**src/rtl/kirby_gfx_pkg.sv**
```systemverilog
// Shared types and defaults for the layer fetch scheduler.
//   sprite_cfg_t  : sprite placement, animation frame and visibility
//                   (plus a mirror flag when SPRITE_HFLIP_EN is defined)
//   fetch_state_e : background slot / sprite slot of the ROM port
//   DEF_*         : default sprite box size and transparent palette index
//   wrap_sub      : 10-bit screen-coordinate subtraction with wrap-around
package kirby_gfx_pkg;

  localparam int COORD_W     = 10;
  // Frame index storage width; the top zero-extends its FRAME_W-bit input
  // into this field, so FRAME_W must not exceed it.
  localparam int MAX_FRAME_W = 8;

  localparam int         DEF_SP_W       = 32;
  localparam int         DEF_SP_H       = 32;
  localparam logic [3:0] DEF_TRANSP_IDX = 4'd2;

  typedef enum logic {
    S_BG = 1'b0,
    S_SP = 1'b1
  } fetch_state_e;

  typedef struct packed {
    logic [COORD_W-1:0]     x;
    logic [COORD_W-1:0]     y;
    logic [MAX_FRAME_W-1:0] frame;
    logic                   show;
`ifdef SPRITE_HFLIP_EN
    logic                   hflip;
`endif
  } sprite_cfg_t;

  // Unsigned wrap is intentional: a pixel left of / above the sprite gives
  // a huge offset, which the box compare then rejects.
  function automatic logic [COORD_W-1:0] wrap_sub(input logic [COORD_W-1:0] a,
                                                  input logic [COORD_W-1:0] b);
    return a - b;
  endfunction

endpackage

```
**src/rtl/layer_fetch_scheduler_if.sv**
```systemverilog
// Bus bundle of the layer fetch scheduler.
//   pixel strobe (pix_en, DrawX, DrawY), frame_start, sprite config
//   valid/ready channel (cfg_*), graphics ROM port (mem_rd, mem_addr,
//   mem_data) and composited output (idx_out, layer_sel, out_valid, overrun).
//   cfg_hflip exists only when SPRITE_HFLIP_EN is defined.
// Modports: slave = the scheduler, master = the video/ROM environment.
interface layer_fetch_scheduler_if
  import kirby_gfx_pkg::*;
#(
  parameter int ADDR_W  = 18,
  parameter int FRAME_W = 3
);

  logic               pix_en;
  logic [COORD_W-1:0] DrawX;
  logic [COORD_W-1:0] DrawY;
  logic               frame_start;

  logic               cfg_valid;
  logic               cfg_ready;
  logic [COORD_W-1:0] cfg_x;
  logic [COORD_W-1:0] cfg_y;
  logic [FRAME_W-1:0] cfg_frame;
  logic               cfg_show;
`ifdef SPRITE_HFLIP_EN
  logic               cfg_hflip;
`endif

  logic               mem_rd;
  logic [ADDR_W-1:0]  mem_addr;
  logic [3:0]         mem_data;

  logic [3:0]         idx_out;
  logic               layer_sel;
  logic               out_valid;
  logic               overrun;

  modport slave (
    input  pix_en, DrawX, DrawY, frame_start,
    input  cfg_valid, cfg_x, cfg_y, cfg_frame, cfg_show,
`ifdef SPRITE_HFLIP_EN
    input  cfg_hflip,
`endif
    input  mem_data,
    output cfg_ready, mem_rd, mem_addr,
    output idx_out, layer_sel, out_valid, overrun
  );

  modport master (
    output pix_en, DrawX, DrawY, frame_start,
    output cfg_valid, cfg_x, cfg_y, cfg_frame, cfg_show,
`ifdef SPRITE_HFLIP_EN
    output cfg_hflip,
`endif
    output mem_data,
    input  cfg_ready, mem_rd, mem_addr,
    input  idx_out, layer_sel, out_valid, overrun
  );

endinterface

```
**src/rtl/sprite_hit_calc.sv**
```systemverilog
// Combinational sprite box test and sprite ROM address generation.
//   cfg  : active sprite configuration
//   x, y : screen pixel being fetched
//   hit  : pixel lies inside the visible sprite box
//   addr : SP_BASE + frame*SP_W*SP_H + dy*SP_W + column
// With SPRITE_HFLIP_EN defined, cfg.hflip mirrors the column (SP_W-1-dx).
module sprite_hit_calc
  import kirby_gfx_pkg::*;
#(
  parameter int ADDR_W  = 18,
  parameter int SP_BASE = 76800,
  parameter int SP_W    = DEF_SP_W,
  parameter int SP_H    = DEF_SP_H
) (
  input  sprite_cfg_t        cfg,
  input  logic [COORD_W-1:0] x,
  input  logic [COORD_W-1:0] y,
  output logic               hit,
  output logic [ADDR_W-1:0]  addr
);

  localparam logic [COORD_W-1:0] SP_W_C    = COORD_W'(SP_W);
  localparam logic [COORD_W-1:0] SP_H_C    = COORD_W'(SP_H);
  localparam logic [COORD_W-1:0] SP_W_LAST = COORD_W'(SP_W - 1);

  logic [COORD_W-1:0] dx;
  logic [COORD_W-1:0] dy;
  logic [COORD_W-1:0] col;

  always_comb begin
    dx = wrap_sub(x, cfg.x);
    dy = wrap_sub(y, cfg.y);
`ifdef SPRITE_HFLIP_EN
    col = cfg.hflip ? (SP_W_LAST - dx) : dx;
`else
    col = dx;
`endif
    hit  = cfg.show && (dx < SP_W_C) && (dy < SP_H_C);
    addr = ADDR_W'(SP_BASE)
         + ADDR_W'(cfg.frame) * ADDR_W'(SP_W * SP_H)
         + ADDR_W'(dy) * ADDR_W'(SP_W)
         + ADDR_W'(col);
  end

endmodule

```
**src/rtl/layer_fetch_scheduler.sv**
```systemverilog
// Shares one graphics ROM port between background and sprite fetches.
// Each pixel uses two ROM slots (background, then sprite if the pixel is in
// the sprite box), composites the sprite over the background with a
// transparent index and emits one palette index per pixel, 3 Clk after pix_en.
// Ports: Clk, Reset_n (async, active low), bus (slave modport): pixel strobe,
//   frame_start, sprite cfg valid/ready, ROM port, composited output, overrun.
// Optional: SPRITE_HFLIP_EN adds cfg_hflip (horizontal sprite mirror).
module layer_fetch_scheduler
  import kirby_gfx_pkg::*;
#(
  parameter int         ADDR_W     = 18,
  parameter int         BG_BASE    = 0,
  parameter int         BG_W       = 320,
  parameter int         BG_SHIFT   = 1,
  parameter int         SP_BASE    = 76800,
  parameter int         SP_W       = DEF_SP_W,
  parameter int         SP_H       = DEF_SP_H,
  parameter int         FRAME_W    = 3,
  parameter logic [3:0] TRANSP_IDX = DEF_TRANSP_IDX
) (
  input logic                  Clk,
  input logic                  Reset_n,
  layer_fetch_scheduler_if.slave bus
);

  fetch_state_e       state_reg, state_next;

  sprite_cfg_t        active_reg, shadow_reg, cfg_in;
  logic               pending_reg;
  logic               cfg_accept;

  logic [COORD_W-1:0] x_reg, y_reg;
  logic               hit_reg;
  logic               bg_cap_reg;
  logic               compose_reg;
  logic [3:0]         bg_idx_reg;

  logic               mem_rd_reg, mem_rd_next;
  logic [ADDR_W-1:0]  mem_addr_reg, mem_addr_next;
  logic [ADDR_W-1:0]  bg_addr;
  logic               sp_hit;
  logic [ADDR_W-1:0]  sp_addr;

  logic [3:0]         idx_reg;
  logic               layer_reg;
  logic               out_valid_reg;
  logic               overrun_reg;

  // ---------------- sprite configuration (shadow -> active) ----------------
  assign cfg_accept = bus.cfg_valid && !pending_reg;

  always_comb begin
    cfg_in       = '0;
    cfg_in.x     = bus.cfg_x;
    cfg_in.y     = bus.cfg_y;
    cfg_in.frame = MAX_FRAME_W'(bus.cfg_frame[FRAME_W-1:0]);
    cfg_in.show  = bus.cfg_show;
`ifdef SPRITE_HFLIP_EN
    cfg_in.hflip = bus.cfg_hflip;
`endif
  end

  // The active copy only moves on frame_start so a frame never tears.
  // A request arriving together with frame_start with nothing pending goes
  // straight to active instead of waiting a whole frame.
  always_ff @(posedge Clk or negedge Reset_n) begin
    if (!Reset_n) begin
      active_reg  <= '0;
      shadow_reg  <= '0;
      pending_reg <= 1'b0;
    end else if (bus.frame_start) begin
      if (cfg_accept) begin
        active_reg <= cfg_in;
        shadow_reg <= cfg_in;
      end else if (pending_reg) begin
        active_reg <= shadow_reg;
      end
      pending_reg <= 1'b0;
    end else if (cfg_accept) begin
      shadow_reg  <= cfg_in;
      pending_reg <= 1'b1;
    end
  end

  // ---------------- address generation ----------------
  assign bg_addr = ADDR_W'(BG_BASE)
                 + ADDR_W'(bus.DrawY >> BG_SHIFT) * ADDR_W'(BG_W)
                 + ADDR_W'(bus.DrawX >> BG_SHIFT);

  sprite_hit_calc #(
    .ADDR_W  (ADDR_W),
    .SP_BASE (SP_BASE),
    .SP_W    (SP_W),
    .SP_H    (SP_H)
  ) u_hit (
    .cfg  (active_reg),
    .x    (x_reg),
    .y    (y_reg),
    .hit  (sp_hit),
    .addr (sp_addr)
  );

  // ---------------- slot FSM ----------------
  always_ff @(posedge Clk or negedge Reset_n) begin
    if (!Reset_n) state_reg <= S_BG;
    else          state_reg <= state_next;
  end

  always_comb begin
    state_next = state_reg;
    case (state_reg)
      S_BG:    if (bus.pix_en) state_next = S_SP;
      S_SP:    state_next = S_BG;
      default: state_next = S_BG;
    endcase
  end

  // A pix_en landing in the sprite slot gets no fetch at all.
  always_comb begin
    mem_rd_next   = 1'b0;
    mem_addr_next = mem_addr_reg;
    case (state_reg)
      S_BG: if (bus.pix_en) begin
        mem_rd_next   = 1'b1;
        mem_addr_next = bg_addr;
      end
      S_SP: if (sp_hit) begin
        mem_rd_next   = 1'b1;
        mem_addr_next = sp_addr;
      end
      default: ;
    endcase
  end

  // ---------------- pipeline and compose ----------------
  // Background data returns the cycle after the sprite slot (bg_cap_reg);
  // sprite data returns one cycle later, where compose_reg selects the layer.
  // hit_reg still belongs to the composing pixel because the next pixel's
  // sprite slot updates it on the same edge the compose reads it.
  always_ff @(posedge Clk or negedge Reset_n) begin
    if (!Reset_n) begin
      x_reg         <= '0;
      y_reg         <= '0;
      hit_reg       <= 1'b0;
      bg_cap_reg    <= 1'b0;
      compose_reg   <= 1'b0;
      bg_idx_reg    <= '0;
      mem_rd_reg    <= 1'b0;
      mem_addr_reg  <= '0;
      idx_reg       <= '0;
      layer_reg     <= 1'b0;
      out_valid_reg <= 1'b0;
      overrun_reg   <= 1'b0;
    end else begin
      mem_rd_reg   <= mem_rd_next;
      mem_addr_reg <= mem_addr_next;
      if (state_reg == S_BG && bus.pix_en) begin
        x_reg <= bus.DrawX;
        y_reg <= bus.DrawY;
      end
      if (state_reg == S_SP) begin
        hit_reg <= sp_hit;
        if (bus.pix_en) overrun_reg <= 1'b1;
      end
      bg_cap_reg  <= (state_reg == S_SP);
      compose_reg <= bg_cap_reg;
      if (bg_cap_reg) bg_idx_reg <= bus.mem_data;
      out_valid_reg <= compose_reg;
      if (compose_reg) begin
        if (hit_reg && bus.mem_data != TRANSP_IDX) begin
          idx_reg   <= bus.mem_data;
          layer_reg <= 1'b1;
        end else begin
          idx_reg   <= bg_idx_reg;
          layer_reg <= 1'b0;
        end
      end
    end
  end

  assign bus.cfg_ready = !pending_reg;
  assign bus.mem_rd    = mem_rd_reg;
  assign bus.mem_addr  = mem_addr_reg;
  assign bus.idx_out   = idx_reg;
  assign bus.layer_sel = layer_reg;
  assign bus.out_valid = out_valid_reg;
  assign bus.overrun   = overrun_reg;

endmodule

```
**src/flat_wrapper.sv**
```systemverilog
// flat-port wrapper written by rule: the top's interface ports become plain ports
module layer_fetch_scheduler_flat import kirby_gfx_pkg::*;
#(
  parameter int         ADDR_W     = 18,
  parameter int         BG_BASE    = 0,
  parameter int         BG_W       = 320,
  parameter int         BG_SHIFT   = 1,
  parameter int         SP_BASE    = 76800,
  parameter int         SP_W       = DEF_SP_W,
  parameter int         SP_H       = DEF_SP_H,
  parameter int         FRAME_W    = 3,
  parameter logic [3:0] TRANSP_IDX = DEF_TRANSP_IDX
)
  (Clk, Reset_n, bus_pix_en, bus_DrawX, bus_DrawY, bus_frame_start, bus_cfg_valid, bus_cfg_x, bus_cfg_y, bus_cfg_frame, bus_cfg_show, bus_mem_data, bus_cfg_ready, bus_mem_rd, bus_mem_addr, bus_idx_out, bus_layer_sel, bus_out_valid, bus_overrun);
  layer_fetch_scheduler_if #(.ADDR_W(ADDR_W), .FRAME_W(FRAME_W)) bus_i ();
  input logic Clk;
  input logic Reset_n;
  input wire logic [$bits(bus_i.pix_en)-1:0] bus_pix_en;
  input wire logic [$bits(bus_i.DrawX)-1:0] bus_DrawX;
  input wire logic [$bits(bus_i.DrawY)-1:0] bus_DrawY;
  input wire logic [$bits(bus_i.frame_start)-1:0] bus_frame_start;
  input wire logic [$bits(bus_i.cfg_valid)-1:0] bus_cfg_valid;
  input wire logic [$bits(bus_i.cfg_x)-1:0] bus_cfg_x;
  input wire logic [$bits(bus_i.cfg_y)-1:0] bus_cfg_y;
  input wire logic [$bits(bus_i.cfg_frame)-1:0] bus_cfg_frame;
  input wire logic [$bits(bus_i.cfg_show)-1:0] bus_cfg_show;
  input wire logic [$bits(bus_i.mem_data)-1:0] bus_mem_data;
  output wire logic [$bits(bus_i.cfg_ready)-1:0] bus_cfg_ready;
  output wire logic [$bits(bus_i.mem_rd)-1:0] bus_mem_rd;
  output wire logic [$bits(bus_i.mem_addr)-1:0] bus_mem_addr;
  output wire logic [$bits(bus_i.idx_out)-1:0] bus_idx_out;
  output wire logic [$bits(bus_i.layer_sel)-1:0] bus_layer_sel;
  output wire logic [$bits(bus_i.out_valid)-1:0] bus_out_valid;
  output wire logic [$bits(bus_i.overrun)-1:0] bus_overrun;
  assign bus_i.pix_en = bus_pix_en;
  assign bus_i.DrawX = bus_DrawX;
  assign bus_i.DrawY = bus_DrawY;
  assign bus_i.frame_start = bus_frame_start;
  assign bus_i.cfg_valid = bus_cfg_valid;
  assign bus_i.cfg_x = bus_cfg_x;
  assign bus_i.cfg_y = bus_cfg_y;
  assign bus_i.cfg_frame = bus_cfg_frame;
  assign bus_i.cfg_show = bus_cfg_show;
  assign bus_i.mem_data = bus_mem_data;
  assign bus_cfg_ready = bus_i.cfg_ready;
  assign bus_mem_rd = bus_i.mem_rd;
  assign bus_mem_addr = bus_i.mem_addr;
  assign bus_idx_out = bus_i.idx_out;
  assign bus_layer_sel = bus_i.layer_sel;
  assign bus_out_valid = bus_i.out_valid;
  assign bus_overrun = bus_i.overrun;
  layer_fetch_scheduler #(.ADDR_W(ADDR_W), .BG_BASE(BG_BASE), .BG_W(BG_W), .BG_SHIFT(BG_SHIFT), .SP_BASE(SP_BASE), .SP_W(SP_W), .SP_H(SP_H), .FRAME_W(FRAME_W), .TRANSP_IDX(TRANSP_IDX)) u_core (.Clk(Clk), .Reset_n(Reset_n), .bus(bus_i));
endmodule
```
**config.mk**
```make
export PLATFORM = sky130hd
export DESIGN_NAME = layer_fetch_scheduler_flat
export DESIGN_NICKNAME = d
export VERILOG_FILES = /design/src/rtl/kirby_gfx_pkg.sv /design/src/rtl/layer_fetch_scheduler_if.sv /design/src/rtl/sprite_hit_calc.sv /design/src/rtl/layer_fetch_scheduler.sv /design/src/flat_wrapper.sv
export SDC_FILE = /design/constraint.sdc
export NUM_CORES = 1
export LEC_CHECK = 0
export ABC_AREA = 1
export CORE_MARGIN = 4
export CORE_UTILIZATION = 45
export DETAILED_ROUTE_END_ITERATION = 6
export PLACE_DENSITY = 0.71
export RECOVER_POWER = 100
export SYNTH_ARGS = -nofsm -noshare
export SYNTH_HDL_FRONTEND = slang
export SYNTH_SLANG_ARGS = --single-unit
```
**constraint.sdc**
```tcl
create_clock -name Clk -period 4.3 [get_ports Clk]
set_clock_uncertainty 0.05 [all_clocks]
set_input_delay 0.645 -clock Clk [delete_from_list [all_inputs] [get_ports Clk]]
set_output_delay 0.645 -clock Clk [all_outputs]
set_load 0.05 [all_outputs]
```
Word level (Yosys, flattened, before mapping) --
Index checks and enable logic that the tools add are counted.
Cells by class: equal/unequal tests 3, bitwise operators 1, mux-type cells 13, order comparisons 2, $mul 1, divide/modulo/power cells 0, shift operators 0, reduce and logical (&&, ||, !) cells 11, add/subtract/negate cells 6
Operators with widths (number):
- $mux 29 | 2
- $mux 18 | 2
- $pmux 18 s2 | 1
- $lt 10x6->1 const B | 2
- $sub 10x10->10 | 2
- $add 17x18->18 const A | 1
- $add 18x10->18 | 1
- $add 18x15->18 | 1
- $add 18x9->18 | 1
- $mul 9x3->12 const B | 1
- $reduce_and 2->1 | 3
- $logic_and 1x1->1 | 5
- $mux 1 | 5
- $mux 4 | 1
- $ne 2x2->1 const B | 2
- $ne 4x2->1 const B | 1
- $pmux 1 s2 | 2
- $reduce_bool 2->1 | 2
- $logic_not 1->1 | 1
- $not 1->1 | 1
Word-level totals: register bits after elaboration 108, output and inout bits 27, bits in latches 0, memory bits (writable) 0, input port bits 53, memory bits (read-only) 0, logic and storage cells 59, memories 0

Depth between registers and ports, before layout --
Gate-level depths: netlist of run 1.
depth in word-level cells 6, depth in mapped cells 25, depth with buffers taken out 25

Hierarchy --
Synthesis of run 1 repeated with hierarchy kept, for this count alone.
Second synthesis, totals: cell total of the unflattened synthesis 851, area, all modules 6466.2 sq um
Modules (own cells, without submodules):
- layer_fetch_scheduler | instances 1, sequential area each 2577.5 sq um, cells each 557, area each 4754.6 sq um
- sprite_hit_calc | instances 1, sequential area each 0.0 sq um, cells each 294, area each 1711.6 sq um

Worst setup path after synthesis of run 1 --
OpenSTA, ideal clock, no wires.
path type reg-to-reg, start register u_core.x_reg[0], end register u_core.mem_addr_reg[14] (netlist: u_core.bus.mem_addr[14]), path slack 1202 ps, period minus slack after synthesis 3098 ps, library setup time 118 ps, path buffers 0, arrival time 2930 ps, cell stages (with the launch flop) 23, data required time 4132 ps, cell sequence dfrtp_1 -> inv_1 -> ha_1 -> inv_1 -> fa_1 -> nand2_1 -> nand3_1 -> nand2_1 -> nand2_1 -> ha_1 -> ha_1 -> inv_1 -> fa_1 -> nor2_1 -> nor2_1 -> o21bai_1 -> nand4_1 -> nand2_1 -> nand2_1 -> nand3_1 -> nand2_1 -> nand2_1 -> nand2_1
On the way: cells in the longest elaborated chain, start to end 6, elaborated cells between the ends (all ways) 9, those cells by class add/sub: 2; order compare: 1; eq/ne: 1; mux: 2; reduce/logical: 3
Ends and longest elaborated chain:
- start: declaration | line layer_fetch_scheduler.sv:32 | logic [COORD_W-1:0] x_reg, y_reg;
- start signal: assignment | line layer_fetch_scheduler.sv:158 | x_reg <= bus.DrawX;
- $sub 10x10->10 * | line kirby_gfx_pkg.sv:37 | return a - b;
- branches (longest 5 deep; another with $add 18x10->18)
- end signal: assignment | line layer_fetch_scheduler.sv:156 | mem_addr_reg <= mem_addr_next;
- end: declaration | line layer_fetch_scheduler.sv:39 | logic [ADDR_W-1:0] mem_addr_reg, mem_addr_next;
Every way passes the cells marked *. The select of a mux whose other input is x is not followed. A chain may end at the register's enable or synchronous reset.

Worst setup path in the final report of run 1 --
start register u_core.y_reg[0], end register u_core.mem_addr_reg[12] (netlist: u_core.bus.mem_addr[12])
On the way: cells in the longest elaborated chain, start to end 5, elaborated cells between the ends (all ways) 9, those cells by class add/sub: 3; order compare: 1; eq/ne: 1; mux: 2; reduce/logical: 2
Ends and longest elaborated chain:
- start: declaration | line layer_fetch_scheduler.sv:32
- start signal: assignment | line layer_fetch_scheduler.sv:159 | y_reg <= bus.DrawY;
- $sub 10x10->10 * | line kirby_gfx_pkg.sv:37
- $add 18x15->18 or $lt 10x6->1 (tied branches) | line sprite_hit_calc.sv:41, sprite_hit_calc.sv:38
- $add 18x10->18 or $logic_and 1x1->1 (tied branches) | line sprite_hit_calc.sv:42, sprite_hit_calc.sv:38
- $mux 18 or $ne 2x2->1 (tied branches)
- $pmux 18 s2 or $reduce_and 2->1 (tied branches)
Every way passes the cells marked *; elsewhere a longest branch is shown, timed or not. The select of a mux whose other input is x is not followed.

==> results.sh, run 1 <==
export IMPL_max_slew_margin=-0.496
export IMPL_crit_path_start_kind="flop"
export IMPL_use_met2=0.298
export IMPL_grt_use_met3=0.0473
export IMPL_ys_ff_latch=103
export IMPL_slowest_delay_ns=0.63
export IMPL_layout_commonest_cell="nand2_1"
export IMPL_synthAdderAreaFrac=0.123
export IMPL_totalWireLength_um=13700
export IMPL_tightest_slew_ns=2.24
export IMPL_gp_congestion=0.832
export IMPL_grt_pass1_wl_um=23300
export IMPL_grt_util_met1=0.245
export IMPL_via_per_inst=4.90
export IMPL_initial_core_util=0.464
export IMPL_synth_top_area_share=0.416
export IMPL_die_area_mm2=0.0157
export IMPL_crit_type="flop to flop"
export IMPL_slowest_stage="nand2_1"
export IMPL_io_buffers=79
export IMPL_rsz0062_at_grt="false"
export IMPL_clk_pin_slew_ns=0.07
export IMPL_max_freq_ghz=0.273
export IMPL_layout_common_cells="nand2_1, inv_1, dfrtp_1"
export IMPL_drive_gt1_frac=0.0339
export IMPL_hold_violations=0
export IMPL_die_h_um=125
export IMPL_crit_top_cell="nand2_1"
export IMPL_synth_area_mux_share=0.0380
export IMPL_synth_top_family_by_area="simple AND/OR/NAND/NOR gates"
export IMPL_grt_usage=0.182
export IMPL_wl_per_cell_um=13.3
export IMPL_htreeDepth=3
export IMPL_num_vias=5055
export IMPL_synthTopCellsByArea="dfrtp_1, nand2_1, ha_1, inv_1, nand3_1"
export IMPL_vdd_drop_max_mv=0.384
export IMPL_synth_seq_area_share=0.416
export IMPL_rows=42
export IMPL_powerDensity_mw_per_mm2=544
export IMPL_synth_avg_cell_area_um2=7.99
export IMPL_syn_inst=775
export IMPL_synth_area_mm2=0.00619
export IMPL_swShare=0.408
export IMPL_grt_pass1_vias=4848
export IMPL_drt_pass1_iterations=5
export IMPL_synth_cell_type_count=34
export IMPL_critical_path_top_delay_family="simple AND/OR/NAND/NOR gates"
export IMPL_clkSinkCount=103
export IMPL_seqPwrFrac=0.304
export IMPL_syn2layout_area_growth_pct=19.7
export IMPL_dp_hpwl_um=10600
export IMPL_postRouteAntennaNets=0
export IMPL_antenna_found_initial=0
export IMPL_violations="capacitance limit, slew limit"
export IMPL_cts_buffer_depth=2
export IMPL_drtIter0Drc=227
export IMPL_cp_cell_sequence="inv_1 > ha_1 > inv_1 > fa_1 > nand4_1 > nand3_1 > a21oi_1 > o21ai_0 > xnor2_1 > ha_1 > nand2_1 > nor2_1 > nand3_1 > nor2_1 > nand2_1 > nand2_1 > nand2_1 > nand2_1"
export IMPL_period_share=0.852
export IMPL_synthSimpleGateAreaFrac=0.238
export IMPL_crit_buf_inv=2
export IMPL_synth_top_area_cell="dfrtp_1"
export IMPL_yosys_warnings=0
export IMPL_setup_tns_ns=0
export IMPL_ctsResizeCount=0
export IMPL_max_cap_violations=2
export IMPL_post_cts_buffers=0
export IMPL_core_mm2=0.0133
export IMPL_p_leak_nw=3.86
export IMPL_synthXorXnorAreaFrac=0.0184
export IMPL_placed_area_mm2=0.00713
export IMPL_cts_buffers=9
export IMPL_layout_min_cycle_time_ns=3.66
export IMPL_cts_tree="built"
export IMPL_min_path_type="flop to flop"
export IMPL_drc=0
export IMPL_drv_slew=83
export IMPL_crit_arrival_ns=3.91
export IMPL_boundaryPins=80
export IMPL_die_w_um=125
export IMPL_worstSkewPairLatency_ns=0.35
export IMPL_pwr_share_comb=0.479
export IMPL_end_kind="flop"
export IMPL_finalNetCount=962
export IMPL_cts_root_buffer="clkbuf_16"
export IMPL_hold_buffers=0
export IMPL_power_frac_clock=0.217
export IMPL_grt_busiest_layer="met2"
export IMPL_synth_compound_area_share=0.0823
export IMPL_power_switching_w=0.00165
export IMPL_gr_total_overflow=0
export IMPL_dpl_worst_slack_ns=0.811
export IMPL_grt_max_degree=49
export IMPL_stdcell_area_mm2=0.00741
export IMPL_cp_max_fo=20
export IMPL_finalSetupViolCount=0
export IMPL_insertedDiodeCount=0
export IMPL_r2r_slack_ns=0.64
export IMPL_p_int_w=0.00239
export IMPL_setup_ws_ns=0.635
export IMPL_status="finished, violations left"
export IMPL_cp_required_ns=4.54
export IMPL_synth_nets=886
-- cell usage after synthesis (all sizes together) --
master	n
a21boi	1
xnor2	6
nor2	37
o22ai	3
or2	1
nand3b	3
o21a	2
mux2i	1
a21oi	25
o21bai	2
clkbuf	8
a211oi	1
o21ai	48
ha	53
buf	11
nand3	55
mux2	20
dfrtp	103
nand4	9
a21o	4
fa	5
inv	107
xor2	7
a31oi	8
nand2	253
clkinv	2
-- cells by family after synthesis --
group / after synthesis
DFF: 103
AOI/OAI and AO/OA: 94
adders and majority gates: 58
muxes: 21
xor gates and xnor gates: 13
and+or+nand+nor: 358
buffers and inverters: 128
-- stage by stage --
stage / instances / hold WS (ns) / util / power, W
2_1_floorplan: 775 / 0.299 / - / 0.00269
3_3_place_gp: 1016 / 0.394 / 0.534 / 0.00319
3_5_place_dp: 1016 / 0.396 / 0.534 / 0.00322
4_1_cts: 1031 / 0.127 / 0.558 / 0.00412
5_1_grt: 1031 / 0.434 / 0.555 / 0.00440
6_report: 1031 / 0.402 / 0.555 / 0.00403
-- path summary, 6_finish.rpt --
check,end,start,cells past startpoint
max,u_core.bus.mem_addr[12],u_core.y_reg[0],18
min reg2reg,u_core.bus.overrun,u_core.bus.overrun,1
max in group asynchronous,u_core.shadow_reg[26],Reset_n,2
min,u_core.bus.overrun,u_core.bus.overrun,1
min in group asynchronous,u_core.bus.idx_out[0],Reset_n,1
max reg2reg,u_core.bus.mem_addr[12],u_core.y_reg[0],18
-- metal layers --
| layer | vias to the layer above | wire, um |
|---|---|---|
| li1 | 2626 | - |
| met1 | 2335 | 6430 |
| met2 | 81 | 6530 |
| met3 | 13 | 512 |
| met4 | 0 | 191 |
| met5 | - | 0 |
-- power groups by stage --
stage / registers (W) / logic, W / clock network (W)
2_1_floorplan: 0.00146 / 0.00123 / 0
3_3_place_gp: 0.00125 / 0.00195 / 0
3_5_place_dp: 0.00125 / 0.00197 / 0
4_1_cts: 0.00123 / 0.00199 / 0.000896
5_1_grt: 0.00125 / 0.00221 / 0.000935
6_report: 0.00123 / 0.00193 / 0.000875
-- layout make-up --
type                    count  area (um^2)
clock inverters             3         67.6
flip-flops and latches    103         2580
multi-input cells         544         3090
well taps                 176          220
fillers                  1279         5930
inverters                 109          409
repair buffers             84          807
clock buffers              12          246
Power figures use the tool's default switching activity.
==> run 2, diff against run 1 <==
- CORE_MARGIN: 4 -> default
==> run 2 against run 1 <==
- the run still ends with capacitance limit, slew limit left
- critical path depth down 12
- global-route usage up 1.9 points
- sequential share of layout area up 0.065 points
- cell area down 0.19%
- worst hold slack worse by 0.022 ns
- die area down 9.3%
- critical path type unchanged
- largest cell class unchanged
==> results.sh, run 2 (same netlist as run 1, synthesis figures left out) <==
export IMPL_power_frac_clock=0.209
export IMPL_swShare=0.417
export IMPL_ctsResizeCount=0
export IMPL_min_path_type="primary input to async pin"
export IMPL_nFillCells=1288
export IMPL_status="finished, violations left"
export IMPL_slowest_stage="clkbuf_1"
export IMPL_cts_buffers=9
export IMPL_hold_buffers=0
export IMPL_via_per_inst=4.94
export IMPL_die_area_mm2=0.0142
export IMPL_p_leak_nw=3.85
export IMPL_rows=42
export IMPL_slowest_delay_ns=1.41
export IMPL_cts_buffer_depth=2
export IMPL_grt_pass1_wl_um=22300
export IMPL_core_mm2=0.0133
export IMPL_p_int_w=0.00233
export IMPL_seqPwrFrac=0.309
export IMPL_postRouteAntennaNets=0
export IMPL_cp_required_ns=4.49
export IMPL_reg2reg_from="u_core.state_reg"
export IMPL_dpl_cell_count=1015
export IMPL_rsz0062_at_grt="false"
export IMPL_cp_startpoint="u_core.state_reg"
export IMPL_finalSetupViolCount=0
export IMPL_crit_arrival_ns=3.85
export IMPL_setup_ws_ns=0.641
export IMPL_r2r_slack_ns=0.64
export IMPL_layout_commonest_cell="nand2_1"
export IMPL_cts_tree="built"
export IMPL_vdd_drop_max_mv=0.299
export IMPL_max_freq_ghz=0.273
export IMPL_violations="capacitance limit, slew limit"
export IMPL_finalNetCount=961
export IMPL_syn2layout_area_growth_pct=19.5
export IMPL_crit_type="flop to flop"
export IMPL_io_buffers=79
export IMPL_cp_max_fo=43
export IMPL_grt_max_degree=49
export IMPL_finish_utilization=0.554
export IMPL_cts_root_buffer="clkbuf_16"
export IMPL_cp_cell_sequence="inv_1 > nand2_1 > clkbuf_1 > nand2_4 > nand2_1 > nand2_1"
export IMPL_period_share=0.851
export IMPL_multiInputGateArea_mm2=0.00309
export IMPL_wl_per_cell_um=13.1
export IMPL_drtIter0Drc=225
export IMPL_drc=0
export IMPL_gp_congestion=0.855
export IMPL_die_h_um=119
export IMPL_power_switching_w=0.00166
export IMPL_gr_total_overflow=0
export IMPL_antenna_found_initial=0
export IMPL_drv_slew=132
export IMPL_die_w_um=119
export IMPL_clkSinkCount=103
export IMPL_insertedDiodeCount=0
export IMPL_crit_top_cell="nand2_1"
export IMPL_dpl_worst_slack_ns=0.788
export IMPL_pwr_share_comb=0.482
export IMPL_hold_violations=0
export IMPL_powerDensity_mw_per_mm2=540
export IMPL_drt_pass1_iterations=4
export IMPL_final_cells=1030
export IMPL_max_slew_margin=-0.637
export IMPL_max_cap_violations=3
export IMPL_drive_gt1_frac=0.0422
export IMPL_grt_pass1_vias=4684
export IMPL_post_cts_buffers=0
export IMPL_crit_path_start_kind="flop"
export IMPL_grt_usage=0.201
export IMPL_setup_tns_ns=0
export IMPL_boundaryPins=80
export IMPL_initial_core_util=0.464
export IMPL_totalWireLength_um=13400
export IMPL_htreeDepth=3
export IMPL_layout_common_cells="nand2_1, inv_1, dfrtp_1"
export IMPL_clk_pin_slew_ns=0.07
export IMPL_dp_hpwl_um=10200
export IMPL_num_vias=5091
export IMPL_ff_latch_area_mm2=0.00258
export IMPL_layout_min_cycle_time_ns=3.66
export IMPL_worstSkewPairLatency_ns=0.36
export IMPL_end_kind="flop"
export IMPL_tightest_slew_ns=2.46
## run 2: metal layers
| metal | wire, um | share of wire | track usage |
|---|---|---|---|
| met1 | 6270 | 0.47 | 0.262 |
| met2 | 6460 | 0.48 | 0.331 |
| met3 | 524 | 0.039 | 0.0498 |
| met4 | 183 | 0.014 | 0.0555 |
| met5 | 0 | 0 | 0 |
## run 2: metrics by stage
stage / hold WS, ns / cell area [um^2] / power, W
floorplan: 0.299 / 6190 / 0.00269
global placement: 0.392 / 7120 / 0.00319
detailed placement: 0.395 / 7120 / 0.00322
CTS: 0.0914 / 7420 / 0.00407
global route: 0.429 / 7400 / 0.00432
finish: 0.380 / 7400 / 0.00399
## run 2: path summary, 6_finish.rpt
path / cells after the start / to
max in group asynchronous: 2 / u_core.active_reg[18]
min in group Clk: 1 / u_core.bus.overrun
min: 1 / u_core.bus.idx_out[3]
min reg2reg: 1 / u_core.bus.overrun
max: 6 / u_core.bus.mem_addr[13]
max reg2reg: 6 / u_core.bus.mem_addr[13]
## run 2: power groups by stage
stage / Combinational [W] / Clock, W / Sequential (W)
global route: 0.00217 / 0.000894 / 0.00125
CTS: 0.00198 / 0.000856 / 0.00124
detailed placement: 0.00196 / 0 / 0.00125
floorplan: 0.00123 / 0 / 0.00146
finish: 0.00193 / 0.000834 / 0.00123
global placement: 0.00194 / 0 / 0.00125
## run 2: critical path, delay by kind of cell (launching register included)
kind | cells | cell delay (ns)
buffers and inverters | 2 | 1.86
flip-flops | 1 | 0.86
AND/OR/NAND/NOR | 4 | 0.77
## run 2: layout make-up
class / instances / share of cell area
multi-input cells: 544 / 0.418
flip-flops and latches: 103 / 0.348
repair buffers: 83 / 0.109
inverters: 109 / 0.0553
clock buffers: 10 / 0.0323
well taps: 176 / 0.0298
clock inverters: 5 / 0.00778
==> run 3, diff against run 2 <==
- CORE_MARGIN: default -> 3
- SETUP_SLACK_MARGIN: default -> 0.05
==> run 3 against run 2 <==
- the flow still finishes with violations (capacitance limit, slew limit)
- sequential cell count is the same
- critical path depth up 12
- total power is 2.8% higher
- utilization is 0.39 points higher
- die area increased by 6.8%
- critical endpoint is now u_core.bus.mem_addr[11]
- largest cell class unchanged
- highest routed layer unchanged
==> results.sh, run 3 (same netlist as run 1, synthesis figures left out) <==
export IMPL_crit_type="flop to flop"
export IMPL_whs_ns=0.405
export IMPL_cts_tree="built"
export IMPL_cts_buffers=9
export IMPL_tightest_slew_ns=1.87
export IMPL_period_share=0.813
export IMPL_drtIter0Drc=262
export IMPL_power_switching_w=0.00167
export IMPL_grt_pass1_wl_um=23200
export IMPL_clk_pin_slew_ns=0.07
export IMPL_vdd_drop_max_mv=0.278
export IMPL_finalNetCount=961
export IMPL_p_int_w=0.00244
export IMPL_rows=42
export IMPL_finalSetupViolCount=0
export IMPL_wl_per_cell_um=13.6
export IMPL_seqPwrFrac=0.301
export IMPL_layout_commonest_cell="nand2_1"
export IMPL_totalWireLength_um=14000
export IMPL_hold_violations=0
export IMPL_cts_buffer_depth=2
export IMPL_drive_gt1_frac=0.0386
export IMPL_core_mm2=0.0133
export IMPL_hold_buffers=0
export IMPL_grt_max_degree=76
export IMPL_worstSkewPairLatency_ns=0.35
export IMPL_finalPower_w=0.00410
export IMPL_die_w_um=123
export IMPL_pwr_share_comb=0.468
export IMPL_dpl_cell_count=1015
export IMPL_cp_required_ns=4.55
export IMPL_routed_top_layer="met4"
export IMPL_cts_root_buffer="clkbuf_16"
export IMPL_htreeDepth=3
export IMPL_ctsResizeCount=0
export IMPL_min_path_type="flop to flop"
export IMPL_max_freq_ghz=0.286
export IMPL_layout_min_cycle_time_ns=3.49
export IMPL_route_layer_met1_wl_um=6240
export IMPL_crit_path_start_kind="flop"
export IMPL_die_h_um=123
export IMPL_drt_pass1_iterations=5
export IMPL_power_frac_clock=0.231
export IMPL_drv_slew=76
export IMPL_post_cts_buffers=0
export IMPL_gr_total_overflow=0
export IMPL_clkSinkCount=103
export IMPL_layout_common_cells="nand2_1, inv_1, dfrtp_1"
export IMPL_grt_usage=0.196
export IMPL_via_per_inst=5.02
export IMPL_insertedDiodeCount=0
export IMPL_min_delay_path_depth=1
export IMPL_p_leak_nw=3.88
export IMPL_max_slew_margin=-0.248
export IMPL_end_kind="flop"
export IMPL_max_cap_violations=1
export IMPL_final_cells=1031
export IMPL_rsz0062_at_grt="false"
export IMPL_status="finished, violations left"
export IMPL_grt_pass1_vias=4861
export IMPL_dp_hpwl_um=10700
export IMPL_setup_tns_ns=0
export IMPL_gp_congestion=0.843
export IMPL_postRouteAntennaNets=0
export IMPL_dr_wl_met3_um=603
export IMPL_boundaryPins=80
export IMPL_die_area_mm2=0.0152
export IMPL_syn2layout_area_growth_pct=20.4
export IMPL_powerDensity_mw_per_mm2=551
export IMPL_drc=0
export IMPL_crit_arrival_ns=3.74
export IMPL_io_buffers=79
export IMPL_num_vias=5173
export IMPL_cp_max_fo=20
export IMPL_swShare=0.406
export IMPL_stdcell_area_mm2=0.00745
export IMPL_antenna_found_initial=0
export IMPL_initial_core_util=0.464
export IMPL_r2r_cells=18
export IMPL_wl_met2_um=7060
export IMPL_placed_area_mm2=0.00712
export IMPL_violations="capacitance limit, slew limit"
[run 3: cell types whose count changed in the layout (fill, tap and decap cells not counted)]
cell,change
clkinv_4,-1
clkbuf_1,-1
mux2_1,+5
buf_4,+1
clkbuf_2,+1
clkinvlp_4,+1
clkinv_2,-2
inv_6,+1
clkbuf_8,-1
mux2_2,-5
bufinv_16,+2
[run 3: final cells by class]
cell class              count  area [um^2]
fillers                  1320         5900
multi-input cells         544         3090
flip-flops and latches    103         2580
repair buffers             83          808
inverters                 109          409
clock buffers              10          229
well taps                 176          220
clock inverters             6          115
[run 3: metrics by stage]
stage | util | setup WS (ns)
after global placement | 0.533 | 0.882
after detailed placement | 0.533 | 0.832
after CTS | 0.559 | 0.811
final | 0.558 | 0.806
after floorplan | - | 1.20
after global routing | 0.558 | 0.459
[run 3: metal layers]
| layer | GRT usage | vias up |
|---|---|---|
| li1 | - | 2627 |
| met1 | 0.255 | 2438 |
| met2 | 0.332 | 95 |
| met3 | 0.0476 | 13 |
| met4 | 0.0429 | 0 |
| met5 | 0 | - |
[run 3: power groups by stage]
| stage | Clock [W] | Combinational [W] | Sequential [W] |
|---|---|---|---|
| after floorplan | 0 | 0.00123 | 0.00146 |
| after global placement | 0 | 0.00194 | 0.00125 |
| after detailed placement | 0 | 0.00197 | 0.00126 |
| after CTS | 0.000965 | 0.00198 | 0.00124 |
| after global routing | 0.00101 | 0.00219 | 0.00125 |
| final | 0.000949 | 0.00192 | 0.00123 |
[run 3: final timing paths]
kind,startpoint,slack [ns],end
worst max-delay path,u_core.y_reg[0],0.81,u_core.bus.mem_addr[11]
worst min-delay path,u_core.bus.overrun,0.40,u_core.bus.overrun
worst max register to register,u_core.y_reg[0],0.81,u_core.bus.mem_addr[11]
worst min register to register,u_core.bus.overrun,0.40,u_core.bus.overrun
max in group asynchronous,Reset_n,1.75,u_core.x_reg[8]
min in group asynchronous,Reset_n,0.74,u_core.bus.idx_out[0]
[run 3: critical path, cell delays in order (launching register included)]
cell and delay (ns):
dfrtp_1 0.36, inv_1 0.07, ha_1 0.14, inv_1 0.07, fa_1 0.42, nand4_1 0.13
nand3_1 0.10, a21oi_1 0.13, o21ai_0 0.11, xnor2_1 0.27, ha_1 0.20, nand2_1 0.05
nor2_1 0.12, nand3_1 0.09, nor2_1 0.09, nand2_1 0.47, nand2_4 0.40, nand2_1 0.09
nand2_1 0.06
